--- config.mk ---
export PLATFORM = sky130hd
export DESIGN_NAME = rhythm_game_ctrl
export DESIGN_NICKNAME = d
export VERILOG_FILES = /design/src/rtl/rhythm_game_ctrl.sv
export SDC_FILE = /design/constraint.sdc
export NUM_CORES = 1
export LEC_CHECK = 0
export ABC_CLOCK_PERIOD_IN_PS = 4600
export BUFFER_PORTS_ARGS = -buffer_cell sky130_fd_sc_hd__buf_2
export CORE_MARGIN = 8
export CORE_UTILIZATION = 44
export CTS_CLUSTER_SIZE = 24
export DETAILED_ROUTE_END_ITERATION = 8
export GPL_TIMING_DRIVEN = 0
export REMOVE_ABC_BUFFERS = 1
export SLEW_MARGIN = 10
export SYNTH_ARGS = -nofsm -noshare
export SYNTH_HDL_FRONTEND = slang
export SYNTH_SLANG_ARGS = --single-unit
--- constraint.sdc ---
create_clock -name clk -period 4.6 [get_ports clk]
set_clock_uncertainty 0.2 [all_clocks]
set_input_delay 0.46 -clock clk [delete_from_list [all_inputs] [get_ports clk]]
set_output_delay 0.46 -clock clk [all_outputs]
set_load 0.05 [all_outputs]
--- src/rtl/rhythm_game_ctrl.sv ---
// Rhythm game controller: debounced button, falling square, hit-zone judging, BCD score.
// Define RHYTHM_LIVES_EN to enable lives tracking and the OVER state.
module rhythm_game_ctrl #(
    parameter int TICK_DIV = 500000,
    parameter int Y_MAX    = 779,
    parameter int ZONE_TOP = 400,
    parameter int ZONE_BOT = 475,
    parameter int BTN_DB   = 16
) (
    input  logic        clk,
    input  logic        rst,
    input  logic        button,
    output logic [9:0]  square_y,
    output logic [15:0] score,
    output logic [1:0]  lives,
    output logic [1:0]  state,
    output logic        hit_pulse,
    output logic        miss_pulse
);
    typedef enum logic [1:0] {
        IDLE   = 2'd0,
        FALL   = 2'd1,
        LOCKED = 2'd2,
        OVER   = 2'd3
    } state_t;

    localparam int TW = $clog2(TICK_DIV + 1);
    localparam int CW = $clog2(BTN_DB + 1);
    localparam logic [TW-1:0] TICK_LAST = TW'(TICK_DIV - 1);
    localparam logic [CW-1:0] DB_LAST   = CW'(BTN_DB - 1);
    localparam logic [9:0]    Y_LAST    = 10'(Y_MAX);
    localparam logic [9:0]    Y_ZBOT    = 10'(ZONE_BOT);
    // A late exit only exists when the zone ends before the wrap line.
    localparam bit            LATE_OK   = (ZONE_BOT < Y_MAX);

    state_t          state_q;
    state_t          state_d;
    logic            sync1;
    logic            sync2;
    logic            db_level;
    logic            db_prev;
    logic [CW-1:0]   db_cnt;
    logic            press;
    logic [TW-1:0]   tick_cnt;
    logic            running;
    logic            step;
    logic            wrap;
    logic            in_zone;
    logic            late_exit;
    logic            last_life;
    logic            hit;
    logic            miss;
    logic [15:0]     score_inc;
    logic            bcd_carry;
    logic [3:0]      bcd_digit;

    assign press     = db_level & ~db_prev;
    assign running   = (state_q == FALL) || (state_q == LOCKED);
    assign step      = running && (tick_cnt == TICK_LAST);
    assign wrap      = step && (square_y == Y_LAST);
    assign in_zone   = (int'(square_y) >= ZONE_TOP) && (int'(square_y) <= ZONE_BOT);
    assign late_exit = LATE_OK && step && (square_y == Y_ZBOT);
    assign state     = state_q;

`ifdef RHYTHM_LIVES_EN
    assign last_life = (lives == 2'd1);
`else
    assign last_life = 1'b0;
`endif

    always_ff @(posedge clk) begin
        if (rst) begin
            state_q <= IDLE;
        end else begin
            state_q <= state_d;
        end
    end

    always_comb begin
        state_d = state_q;
        unique case (state_q)
            IDLE: begin
                if (press) state_d = FALL;
            end
            FALL: begin
                if (hit) state_d = LOCKED;
                else if (miss) state_d = last_life ? OVER : LOCKED;
            end
            LOCKED: begin
                if (wrap) state_d = FALL;
            end
            OVER: begin
`ifdef RHYTHM_LIVES_EN
                if (press) state_d = IDLE;
`else
                state_d = OVER;
`endif
            end
        endcase
    end

    // Judgement uses the pre-step square_y, so a press on the exit step still counts as a hit.
    always_comb begin
        hit  = 1'b0;
        miss = 1'b0;
        if (state_q == FALL) begin
            if (press) begin
                hit  = in_zone;
                miss = !in_zone;
            end else begin
                miss = late_exit;
            end
        end
    end

    always_comb begin
        score_inc = score;
        bcd_carry = 1'b1;
        bcd_digit = 4'd0;
        for (int i = 0; i < 4; i++) begin
            bcd_digit = score[4*i +: 4];
            if (bcd_carry) begin
                if (bcd_digit == 4'd9) begin
                    bcd_digit = 4'd0;
                end else begin
                    bcd_digit = bcd_digit + 4'd1;
                    bcd_carry = 1'b0;
                end
            end
            score_inc[4*i +: 4] = bcd_digit;
        end
        if (score == 16'h9999) score_inc = score;
    end

    always_ff @(posedge clk) begin
        if (rst) begin
            sync1      <= 1'b0;
            sync2      <= 1'b0;
            db_level   <= 1'b0;
            db_prev    <= 1'b0;
            db_cnt     <= '0;
            tick_cnt   <= '0;
            square_y   <= '0;
            score      <= '0;
            lives      <= 2'd3;
            hit_pulse  <= 1'b0;
            miss_pulse <= 1'b0;
        end else begin
            sync1   <= button;
            sync2   <= sync1;
            db_prev <= db_level;
            if (sync2 == db_level) begin
                db_cnt <= '0;
            end else if (db_cnt == DB_LAST) begin
                db_level <= sync2;
                db_cnt   <= '0;
            end else begin
                db_cnt <= db_cnt + 1'b1;
            end

            hit_pulse  <= hit;
            miss_pulse <= miss;

            if ((state_q == IDLE) && press) begin
                tick_cnt <= '0;
                square_y <= '0;
                score    <= '0;
                lives    <= 2'd3;
            end else begin
                if (running) begin
                    if (step) begin
                        tick_cnt <= '0;
                        square_y <= wrap ? 10'd0 : square_y + 10'd1;
                    end else begin
                        tick_cnt <= tick_cnt + 1'b1;
                    end
                end
                if (hit) score <= score_inc;
`ifdef RHYTHM_LIVES_EN
                if (miss) lives <= lives - 2'd1;
`endif
            end
        end
    end
endmodule
==> results summary <==
The setup slack on the worst flop-to-flop path is 1.78 ns. The clock sink count came out at 58. The fraction of power consumed by combinational cells is 10.7%.

The worst setup path is of the flop to flop kind. Internal power comes to 0.773 mW. The total grt overflow came out at 0. Across the whole layout, storage elements account for 1160 um2. The worst setup path is captured at a flop. The via density per instance came out at 5.14. The switching power share of the total is 26.2%.

The headroom to the max-slew limit came out at 43.0%. Global routing consumed, over all layers together, 12.6% of the routing resources. The number of max-slew violations in the final report came out at 0.

The quantity of I/O buffers inserted on ports came out at 32. The arrival time at the worst endpoint came out at 2.87 ns. The clock tree synthesis step divided the H-tree into 3 levels. The die boundary height came out at 95.1 um. The count of buffering cells on the critical path with inverters included came out at 0. The mean routed wirelength per cell came out at 12.3 um. The shortest clock period the worst path allows after layout came out at 2.82 ns. The final critical path takes up 61.2% of the cycle. Sequential cells were found to cover 42.2% of the synthesized design area. Summing the areas of all and, or, nand and nor instances in the mapped netlist gives 31.5% of the synthesized area. The launch instance of the worst min-delay path is button. After detailed routing, the met3 layer carries 229 um of wire. Yosys printed 0 warnings. The number of antenna violations at the first check in global routing is 0. The global-route wire length before repair came out at 9.01 mm. The number of nets in the layout came out at 365. The synthesized netlist devotes 5.45% of its cell area to compound gates.

Of all flip-flops after synthesis, the portion carrying an async set or reset was 0%. The synthesized netlist devotes 4.55% of its cell area to adder and majority cells. The insertion delay to the later sink of the worst-skew pair is 0.33 ns.

The data required time at the worst endpoint came out at 4.65 ns. The worst register-to-register path begins at tick_cnt[9]. The clock tree root driver cell is sky130_fd_sc_hd__clkbuf_8.

Grouping stages by cell kind, the critical path spends the most delay in simple AND/OR/NAND/NOR gates. Yosys mapped the design onto 42 distinct sky130hd cell types. The category of the worst setup path launch point is a flop. The area growth from synthesis to layout is 13.9%. The routed design has 5.34 mm of wire.

The area share of the largest cell type after synthesis came out at 42.2%. The fraction of layout instances using a drive strength above 1 is 14.3%. The average instance area after synthesis came out at 8.66 um2. The clock slew at the register clock pins of the worst setup and hold paths is 0.06 ns. The switching power summed over all nets is 0.274 mW. The synthesis-stage register bit count came out at 58. The transition time of the tightest slew-check pin came out at 0.844 ns. The top flip-flop cell by instance count after synthesis is sky130_fd_sc_hd__dfxtp_1.

The final count of hold timing violations came out at 0. The post-synthesis xor/xnor area fraction is 11.1%. The multi-input combinational cells in the finished layout cover a total of 1500 um2. Traced cell by cell, the critical path runs through or4b_1 > or4_4 > or2_1 > a221o_1 > a21o_1 > a211oi_1. The multiplexer share of the synthesized area came out at 1.45%.

The worst slack at placement is 1.79 ns. The deepest clock path buffer count came out at 2. The die footprint is 9040 um2. In this run the remaining antenna-violating nets after routing total 0. The maximum operating frequency is 355 MHz. The remaining routing DRC violations is 0. The min-delay analysis places its worst path in the category primary input to flop. The number of hold buffers added after cts is 0. The number of enable-type register cells in the synthesized netlist is 0. The overall die width is 95.1 um. The I/O pin count is 35. In the post-synthesis netlist, the biggest area contributors are sky130_fd_sc_hd__dfxtp_1 (42%), sky130_fd_sc_hd__xor2_1 (8.3%), sky130_fd_sc_hd__nor2_1 (6.4%). The number of buffers inserted by post-CTS setup repair is 0. The commonest cells after synthesis are sky130_fd_sc_hd__dfxtp_1 (58), sky130_fd_sc_hd__nor2_1 (47), sky130_fd_sc_hd__xor2_1 (26). The effective utilization at floorplan is 44.4%. In this run the power density over the cells is 334 nW/um2. The number of global-route vias before repair was 1986. The number of cells on the worst reg-to-reg path is 6. The most frequent cell after synthesis is sky130_fd_sc_hd__dfxtp_1. The site row count is 29. The global placer's final weighted congestion is 0.803. The gate count of the mapped netlist is 318. The combined area of all synthesized cells is 2750 um2. The worst setup margin is 1.78 ns. The largest single stage delay on the critical path is 0.56 ns. The number of vias after detailed routing came out at 2224.

The cell at the slowest stage of the critical path is sky130_fd_sc_hd__or4_4. The first routing iteration left 72 violations. The repair_antennas step left the layout with diodes totalling 0.

TritonCTS built the clock tree. Across the run, the number of max-cap violations was 0. The peak fanout along the critical path is 9. The combinational family with the most area after synthesis is simple AND/OR/NAND/NOR gates. The met2 layer wire length in the routed design came out at 2.40 mm.

The static leakage power is 1.23 nW. The final setup TNS came out at 0 ns. The post-cts sizing count came out at 0. The number of cells traversed by the worst hold path is 2. In this run the critical register-to-register path is captured at state[0]. The count of TritonRoute iterations in the first routing pass is 4. The final count of negative-setup-slack endpoints is 0.

Counting the fill cells in the layout gives 625. The top metal layer carrying routed signals is met4. Setup repair after global routing left no endpoint under its margin. The largest net degree at the start of global routing came out at 22. Registers are responsible for 50.3% of the overall power.

The number of clock buffers inserted by TritonCTS came out at 9. The worst voltage drop across the vdd grid came out at 0.000171 V. The worst hold path terminates at sync1.

In this run the worst setup path begins at tick_cnt[9]. The met1 wire length came out at 2.63 mm. The power share of the clock group came out at 39.1%. The run finished with clean final reports. The synthesized design spends more area on one cell type than any other, namely sky130_fd_sc_hd__dfxtp_1. The half-perimeter wire length after detailed placement came out at 3.83 mm.

The placeable core region is 6200 um2.
[stage by stage]
stage | utilization [%] | hold WS [ns] | cell area [um2] | std cells | power (mW)
4_1_cts | 50.5 | 0.165 | 3140 | 433 | 1.06
5_1_grt | 50.5 | 0.193 | 3140 | 433 | 1.10
3_5_place_dp | 47.8 | 0.242 | 2970 | 418 | 0.649
6_report | 50.5 | 0.170 | 3140 | 433 | 1.05
2_1_floorplan | - | 0.214 | 2700 | 308 | 0.623
3_3_place_gp | 47.6 | 0.217 | 2950 | 417 | 0.646
[layer usage]
metal  vias up  GRT usage (%)
li1       1155              -
met1      1024           16.0
met2        37           19.0
met3         8           3.78
met4         0           5.85
met5         -              0
[cell usage in the layout, fill, tap and decap left out, types with 10 or more instances in the layout]
| master | count |
|---|---|
| sky130_fd_sc_hd__a21oi_1 | 10 |
| sky130_fd_sc_hd__buf_2 | 33 |
| sky130_fd_sc_hd__clkbuf_8 | 11 |
| sky130_fd_sc_hd__dfxtp_1 | 58 |
| sky130_fd_sc_hd__ha_1 | 10 |
| sky130_fd_sc_hd__inv_1 | 11 |
| sky130_fd_sc_hd__nand2_1 | 23 |
| sky130_fd_sc_hd__nand3_1 | 15 |
| sky130_fd_sc_hd__nand4_1 | 15 |
| sky130_fd_sc_hd__nor2_1 | 47 |
| sky130_fd_sc_hd__nor2b_1 | 14 |
| sky130_fd_sc_hd__xor2_1 | 26 |
[power by group through the flow]
stage               Combinational, mW  Clock [mW]  Sequential (mW)
global route                    0.127       0.445            0.528
global placement                0.109           0            0.537
detailed placement              0.112           0            0.538
finish                          0.112       0.409            0.526
CTS                             0.111       0.423            0.526
floorplan                      0.0709           0            0.552
[layout make-up]
cell class | instances | share of cell area [%]
multi-input combinational | 239 | 47.9
inverter | 11 | 1.32
clock buffer | 12 | 4.95
timing repair buffer | 33 | 5.27
tap | 77 | 3.07
clock inverter | 3 | 0.479
sequential | 58 | 37.0
[logic make-up after synthesis]
logic type | count (synthesis)
AND/OR/NAND/NOR | 163
flip-flops | 58
XOR/XNOR | 35
AO/OA/AOI/OAI | 25
buffers and inverters | 22
adder cells (fa/ha/maj) | 10
multiplexers | 4
other | 1
[worst max-delay path by stage]
stage              endpoint  depth (start not counted)  slack [ns]
2_1_floorplan      score[9]                          6        1.77
4_1_cts            state[0]                          6        1.77
3_3_place_gp       score[9]                          6        1.39
3_5_place_dp       state[0]                          6        1.79
6_report           state[0]                          6        1.78
5_1_grt        tick_cnt[16]                          8        1.55
[registers in the layout, indices dropped and copies added, names as in the netlist]
register and cells:
hit_pulse 1, state 2, miss_pulse 1, db_level 1, sync2 1, sync1 1
square_y 10, score 16, tick_cnt 19, db_cnt 5, db_prev 1
Power figures use the tool's default switching activity.
